==> src/rtl/fifo_ctrl_if.sv <==
// Producer/consumer and RAM-side signal bundle for fifo_ctrl.
// Build with FIFO_ALMOST_EN to add almost_full/almost_empty.
interface fifo_ctrl_if #(
  parameter int ADDR_W = 4
);
  logic              push;
  logic              pop;
  logic [ADDR_W-1:0] w_add;
  logic              w_en;
  logic [ADDR_W-1:0] r_add;
  logic              r_en;
  logic              full;
  logic              empty;
  logic [ADDR_W:0]   count;
  logic              overflow;
  logic              underflow;
`ifdef FIFO_ALMOST_EN
  logic              almost_full;
  logic              almost_empty;
`endif

  modport master (
    output push,
    output pop,
    input  w_add,
    input  w_en,
    input  r_add,
    input  r_en,
    input  full,
    input  empty,
    input  count,
    input  overflow,
    input  underflow
`ifdef FIFO_ALMOST_EN
    ,
    input  almost_full,
    input  almost_empty
`endif
  );

  modport slave (
    input  push,
    input  pop,
    output w_add,
    output w_en,
    output r_add,
    output r_en,
    output full,
    output empty,
    output count,
    output overflow,
    output underflow
`ifdef FIFO_ALMOST_EN
    ,
    output almost_full,
    output almost_empty
`endif
  );
endinterface

==> src/rtl/fifo_ctrl.sv <==
// Pointer/flag controller for a single-clock FIFO over a dual-port RAM.
// Define FIFO_ALMOST_EN to add almost_full/almost_empty thresholds.
module fifo_ctrl #(
  parameter int ADDR_W   = 4
`ifdef FIFO_ALMOST_EN
  ,
  parameter int AF_LEVEL = 12,
  parameter int AE_LEVEL = 4
`endif
) (
  input  logic        clk,
  input  logic        reset,
  fifo_ctrl_if.slave  bus
);

  localparam int DEPTH = 1 << ADDR_W;

  localparam logic [ADDR_W:0]   DEPTH_C = (ADDR_W+1)'(DEPTH);
  localparam logic [ADDR_W:0]   CNT_ONE = (ADDR_W+1)'(1);
  localparam logic [ADDR_W-1:0] PTR_ONE = ADDR_W'(1);

  logic [ADDR_W-1:0] wr_ptr_q;
  logic [ADDR_W-1:0] wr_ptr_d;
  logic [ADDR_W-1:0] rd_ptr_q;
  logic [ADDR_W-1:0] rd_ptr_d;
  logic [ADDR_W:0]   count_q;
  logic [ADDR_W:0]   count_d;
  logic              ovf_q;
  logic              ovf_d;
  logic              unf_q;
  logic              unf_d;

  logic              full;
  logic              empty;
  logic              wr_acc;
  logic              rd_acc;

  // Flags come from the occupancy counter, so wr_ptr == rd_ptr is never
  // ambiguous between full and empty.
  always_comb begin
    full   = (count_q == DEPTH_C);
    empty  = (count_q == '0);
    wr_acc = bus.push && !full;
    rd_acc = bus.pop && !empty;
  end

  always_comb begin
    wr_ptr_d = wr_ptr_q;
    rd_ptr_d = rd_ptr_q;
    count_d  = count_q;
    ovf_d    = bus.push && full;
    unf_d    = bus.pop && empty;

    if (wr_acc) begin
      wr_ptr_d = wr_ptr_q + PTR_ONE;
    end
    if (rd_acc) begin
      rd_ptr_d = rd_ptr_q + PTR_ONE;
    end

    unique case (1'b1)
      wr_acc && !rd_acc: count_d = count_q + CNT_ONE;
      rd_acc && !wr_acc: count_d = count_q - CNT_ONE;
      default:           count_d = count_q;
    endcase
  end

  always_ff @(posedge clk) begin
    if (reset) begin
      wr_ptr_q <= '0;
      rd_ptr_q <= '0;
      count_q  <= '0;
      ovf_q    <= 1'b0;
      unf_q    <= 1'b0;
    end else begin
      wr_ptr_q <= wr_ptr_d;
      rd_ptr_q <= rd_ptr_d;
      count_q  <= count_d;
      ovf_q    <= ovf_d;
      unf_q    <= unf_d;
    end
  end

  assign bus.w_en      = wr_acc;
  assign bus.w_add     = wr_ptr_q;
  assign bus.r_en      = rd_acc;
  assign bus.r_add     = rd_ptr_q;
  assign bus.full      = full;
  assign bus.empty     = empty;
  assign bus.count     = count_q;
  assign bus.overflow  = ovf_q;
  assign bus.underflow = unf_q;

`ifdef FIFO_ALMOST_EN
  localparam logic [ADDR_W:0] AF_C = (ADDR_W+1)'(AF_LEVEL);
  localparam logic [ADDR_W:0] AE_C = (ADDR_W+1)'(AE_LEVEL);

  assign bus.almost_full  = (count_q >= AF_C);
  assign bus.almost_empty = (count_q <= AE_C);
`endif

  a_count_bound: assert property (
    @(posedge clk) disable iff (reset)
    count_q <= DEPTH_C
  );

  a_ptr_gap: assert property (
    @(posedge clk) disable iff (reset)
    (wr_ptr_q - rd_ptr_q) == count_q[ADDR_W-1:0]
  );

endmodule

==> src/flat_wrapper.sv <==
// flat-port wrapper written by rule: the top's interface ports become plain ports
module fifo_ctrl_flat 
#(
  parameter int ADDR_W   = 4

)
  (clk, reset, bus_push, bus_pop, bus_w_add, bus_w_en, bus_r_add, bus_r_en, bus_full, bus_empty, bus_count, bus_overflow, bus_underflow);
  fifo_ctrl_if #(.ADDR_W(ADDR_W)) bus_i ();
  input  logic clk;
  input  logic reset;
  input wire logic [$bits(bus_i.push)-1:0] bus_push;
  input wire logic [$bits(bus_i.pop)-1:0] bus_pop;
  output wire logic [$bits(bus_i.w_add)-1:0] bus_w_add;
  output wire logic [$bits(bus_i.w_en)-1:0] bus_w_en;
  output wire logic [$bits(bus_i.r_add)-1:0] bus_r_add;
  output wire logic [$bits(bus_i.r_en)-1:0] bus_r_en;
  output wire logic [$bits(bus_i.full)-1:0] bus_full;
  output wire logic [$bits(bus_i.empty)-1:0] bus_empty;
  output wire logic [$bits(bus_i.count)-1:0] bus_count;
  output wire logic [$bits(bus_i.overflow)-1:0] bus_overflow;
  output wire logic [$bits(bus_i.underflow)-1:0] bus_underflow;
  assign bus_i.push = bus_push;
  assign bus_i.pop = bus_pop;
  assign bus_w_add = bus_i.w_add;
  assign bus_w_en = bus_i.w_en;
  assign bus_r_add = bus_i.r_add;
  assign bus_r_en = bus_i.r_en;
  assign bus_full = bus_i.full;
  assign bus_empty = bus_i.empty;
  assign bus_count = bus_i.count;
  assign bus_overflow = bus_i.overflow;
  assign bus_underflow = bus_i.underflow;
  fifo_ctrl #(.ADDR_W(ADDR_W)) u_core (.clk(clk), .reset(reset), .bus(bus_i));
endmodule
==> config.mk <==
export PLATFORM = sky130hd
export DESIGN_NAME = fifo_ctrl_flat
export DESIGN_NICKNAME = d
export VERILOG_FILES = /design/src/rtl/fifo_ctrl_if.sv /design/src/rtl/fifo_ctrl.sv /design/src/flat_wrapper.sv
export SDC_FILE = /design/constraint.sdc
export NUM_CORES = 1
export LEC_CHECK = 0
export ABC_CLOCK_PERIOD_IN_PS = 3750
export BUFFER_PORTS_ARGS = -buffer_cell sky130_fd_sc_hd__buf_2
export CORE_MARGIN = 2
export CORE_UTILIZATION = 49
export CTS_CLUSTER_DIAMETER = 30
export DETAILED_ROUTE_END_ITERATION = 6
export PLACE_DENSITY = 0.76
export SYNTH_ARGS = -nofsm -noshare
export SYNTH_HDL_FRONTEND = slang
export SYNTH_SLANG_ARGS = --single-unit
==> constraint.sdc <==
create_clock -name clk -period 3.75 [get_ports clk]
set_input_delay 0.1875 -clock clk [delete_from_list [all_inputs] [get_ports clk]]
set_output_delay 0.1875 -clock clk [all_outputs]
set_load 0.01 [all_outputs]
==> results.toml <==
[run_status]
outcome = "completed"

[timing]
fmax_mhz = 350
rsz0062_at_grt = "no"
period_minus_slack_ps = 2860
setup_viol = 0
fin_tns_setup_ps = 0
worst_pin_slew_ps = 424
fin_crit_sh_pct = 76.2
skew_ps = 1.80
hold_viol = 0
slew_headroom_pct = 71.5
drv_slew = 0

[route]
first_pass_iters = 4
vias = 692
routed_wirelength_um = 1650
ant_nets = 0
drt_iter0_markers = 12
wire_per_inst_um = 12.9
route.detailed.drc = 0
viasPerCell = 5.41

[setup_path]
reg2reg_setup_slack_ps = 890
crit_fanout = 6
end_kind = "flip-flop"
cp-startpoint = "u_core.bus.count[0]"
critPathRequiredTime_ps = 3940
start_kind = "flip-flop"
reg2reg_from = "u_core.bus.count[0]"
arrival_ps = 3050
crit_type = "flip-flop to flip-flop"

[die]
initial_core_util_pct = 52.9
dieHeight_um = 44.8
io_pins = 23
die_x_um = 44.8
core-area_sq_um = 1540
die-area_sq_um = 2010
rows = 14

[power]
peakVddDrop_uv = 436
p_total_w = 0.000715
power_density_nw_per_um2 = 757
p_leak_nw = 0.487

[logic_synthesis]
ys_types = 28
synth_cells = 91
ys_seq_area_share_pct = 36.8
yosysWarningCount = 0
synth_seq_cells = 15
ys_top_cells_by_area = "dfxtp_1 37%, nor2_1 9.7%, ha_1 9.2%"
post_synth.cell_area_avg_sq_um = 8.96
synth_nets = 102
synth_top_area_share_pct = 36.8
synth_area_sq_um = 816
synth_top_area_cell = "dfxtp_1"

[clock_network]
worstSkewPairLatency_ps = 290
htreeDepth = 1
tritoncts = "built"
numCtsBuffers = 3
clkTransAtPathRegs_ps = 90
cts-root-buf = "clkbuf_4"
post_cts_buffers = 0
cts_resized = 0
clock_tree.buffer_depth = 2
clock_sinks = 15
cts_hold_buffers = 0

[layout]
fillerInstances = 148
synthToLayoutAreaGrowth_pct = 15.8
multi_input_area_sq_um = 458
nNetsFinal = 124
mostFrequentLayoutCells = "22 x buf_2, 21 x nor2_1, 15 x dfxtp_1"
seqCellArea_sq_um = 300
final_layout_size_suffix_gt1_share_pct = 28.6
antenna_cells = 0
final_common_cell = "buf_2"
postLayoutCellArea_sq_um = 945

[run]
drv_cap = 0

[grt]
grt_pass1_vias = 640
antenna_found_initial = 0
grt_overflow = 0
grt_max_degree = 19
grt_pass1_wl_um = 2780
track_usage_pct = 19.6

[place]
io_buffer_count = 22
gp_congestion = 0.748
placed_area_sq_um = 918
dpl.hpwl_um = 1220

[min_path]
hold_start = "bus_push"
hp-class = "input port to flip-flop"
synthesized netlist by cell type, drive strengths merged:
master and instances:
or3 1, and3 1, nor2 21, a21o 1, or4 1, clkbuf 3, o211ai 3, buf 2
nand2 3, nor4bb 1, nand3 1, fa 1, xor2 6, xnor2 2, o21ai 1, nor4 2
nor3 1, mux2 1, nand2b 1, nor4b 1, a211oi 1, inv 8, a21oi 4, dfxtp 15
ha 6, mux2i 3
path summary, 6_finish.rpt:
check | endpoint | depth (start not counted)
min reg2reg | u_core.bus.r_add[3] | 2
max | u_core.bus.count[4] | 10
min | u_core.bus.overflow | 3
max reg2reg | u_core.bus.count[4] | 10
worst max-delay path: stages (launching register included):
cell      delay [ps]
dfxtp_1          390
nor4_1           440
nand2_1          150
nand2_1          140
ha_1             260
inv_1            100
fa_1             400
nand2b_1         160
a21oi_1          160
mux2i_1          220
mux2_2           340
cell type report:
type,instances,area share [%]
sequential,15,31.8
clock buffer,4,2.78
inverter,8,3.18
tap,16,2.12
multi-input combinational,63,48.5
timing repair buffer,22,11.7
sequential cells by signal, summed over array words and instances (netlist names):
| register | count |
|---|---|
| u_core.bus.w_add | 4 |
| u_core.bus.count | 5 |
| u_core.bus.r_add | 4 |
| u_core.bus.underflow | 1 |
| u_core.bus.overflow | 1 |
power by group:
part           total (W)  internal (W)  switching, W
registers       0.000249      0.000197     0.0000520
clock network  0.0000955     0.0000415     0.0000541
logic           0.000370      0.000157      0.000213
kinds of logic after synthesis:
family                     share of synthesized area (%)
muxes                                               5.06
DFF                                                 36.8
buffers and inverters                               7.05
and+or+nand+nor                                     19.8
xor gates and xnor gates                            8.59
AOI/OAI and AO/OA                                   11.0
adders and majority gates                           11.7
stage by stage:
| stage | setup slack, ps | hold WS (ps) | utilization [%] | cells |
|---|---|---|---|---|
| 4_1_cts | 920 | 177 | 61.3 | 128 |
| 3_3_place_gp | 1060 | 474 | 59.6 | 124 |
| 5_1_grt | 753 | 208 | 61.3 | 128 |
| 6_report | 891 | 180 | 61.3 | 128 |
| 2_1_floorplan | 1030 | 331 | - | 91 |
| 3_5_place_dp | 945 | 484 | 59.6 | 124 |
metal layers:
| metal | vias to the layer above | track usage (%) | wire, um |
|---|---|---|---|
| li1 | 343 | - | - |
| met1 | 323 | 25.9 | 786 |
| met2 | 20 | 29.3 | 731 |
| met3 | 6 | 4.80 | 98 |
| met4 | 0 | 10.6 | 34 |
| met5 | - | 0 | 0 |
Power figures use the tool's default switching activity.
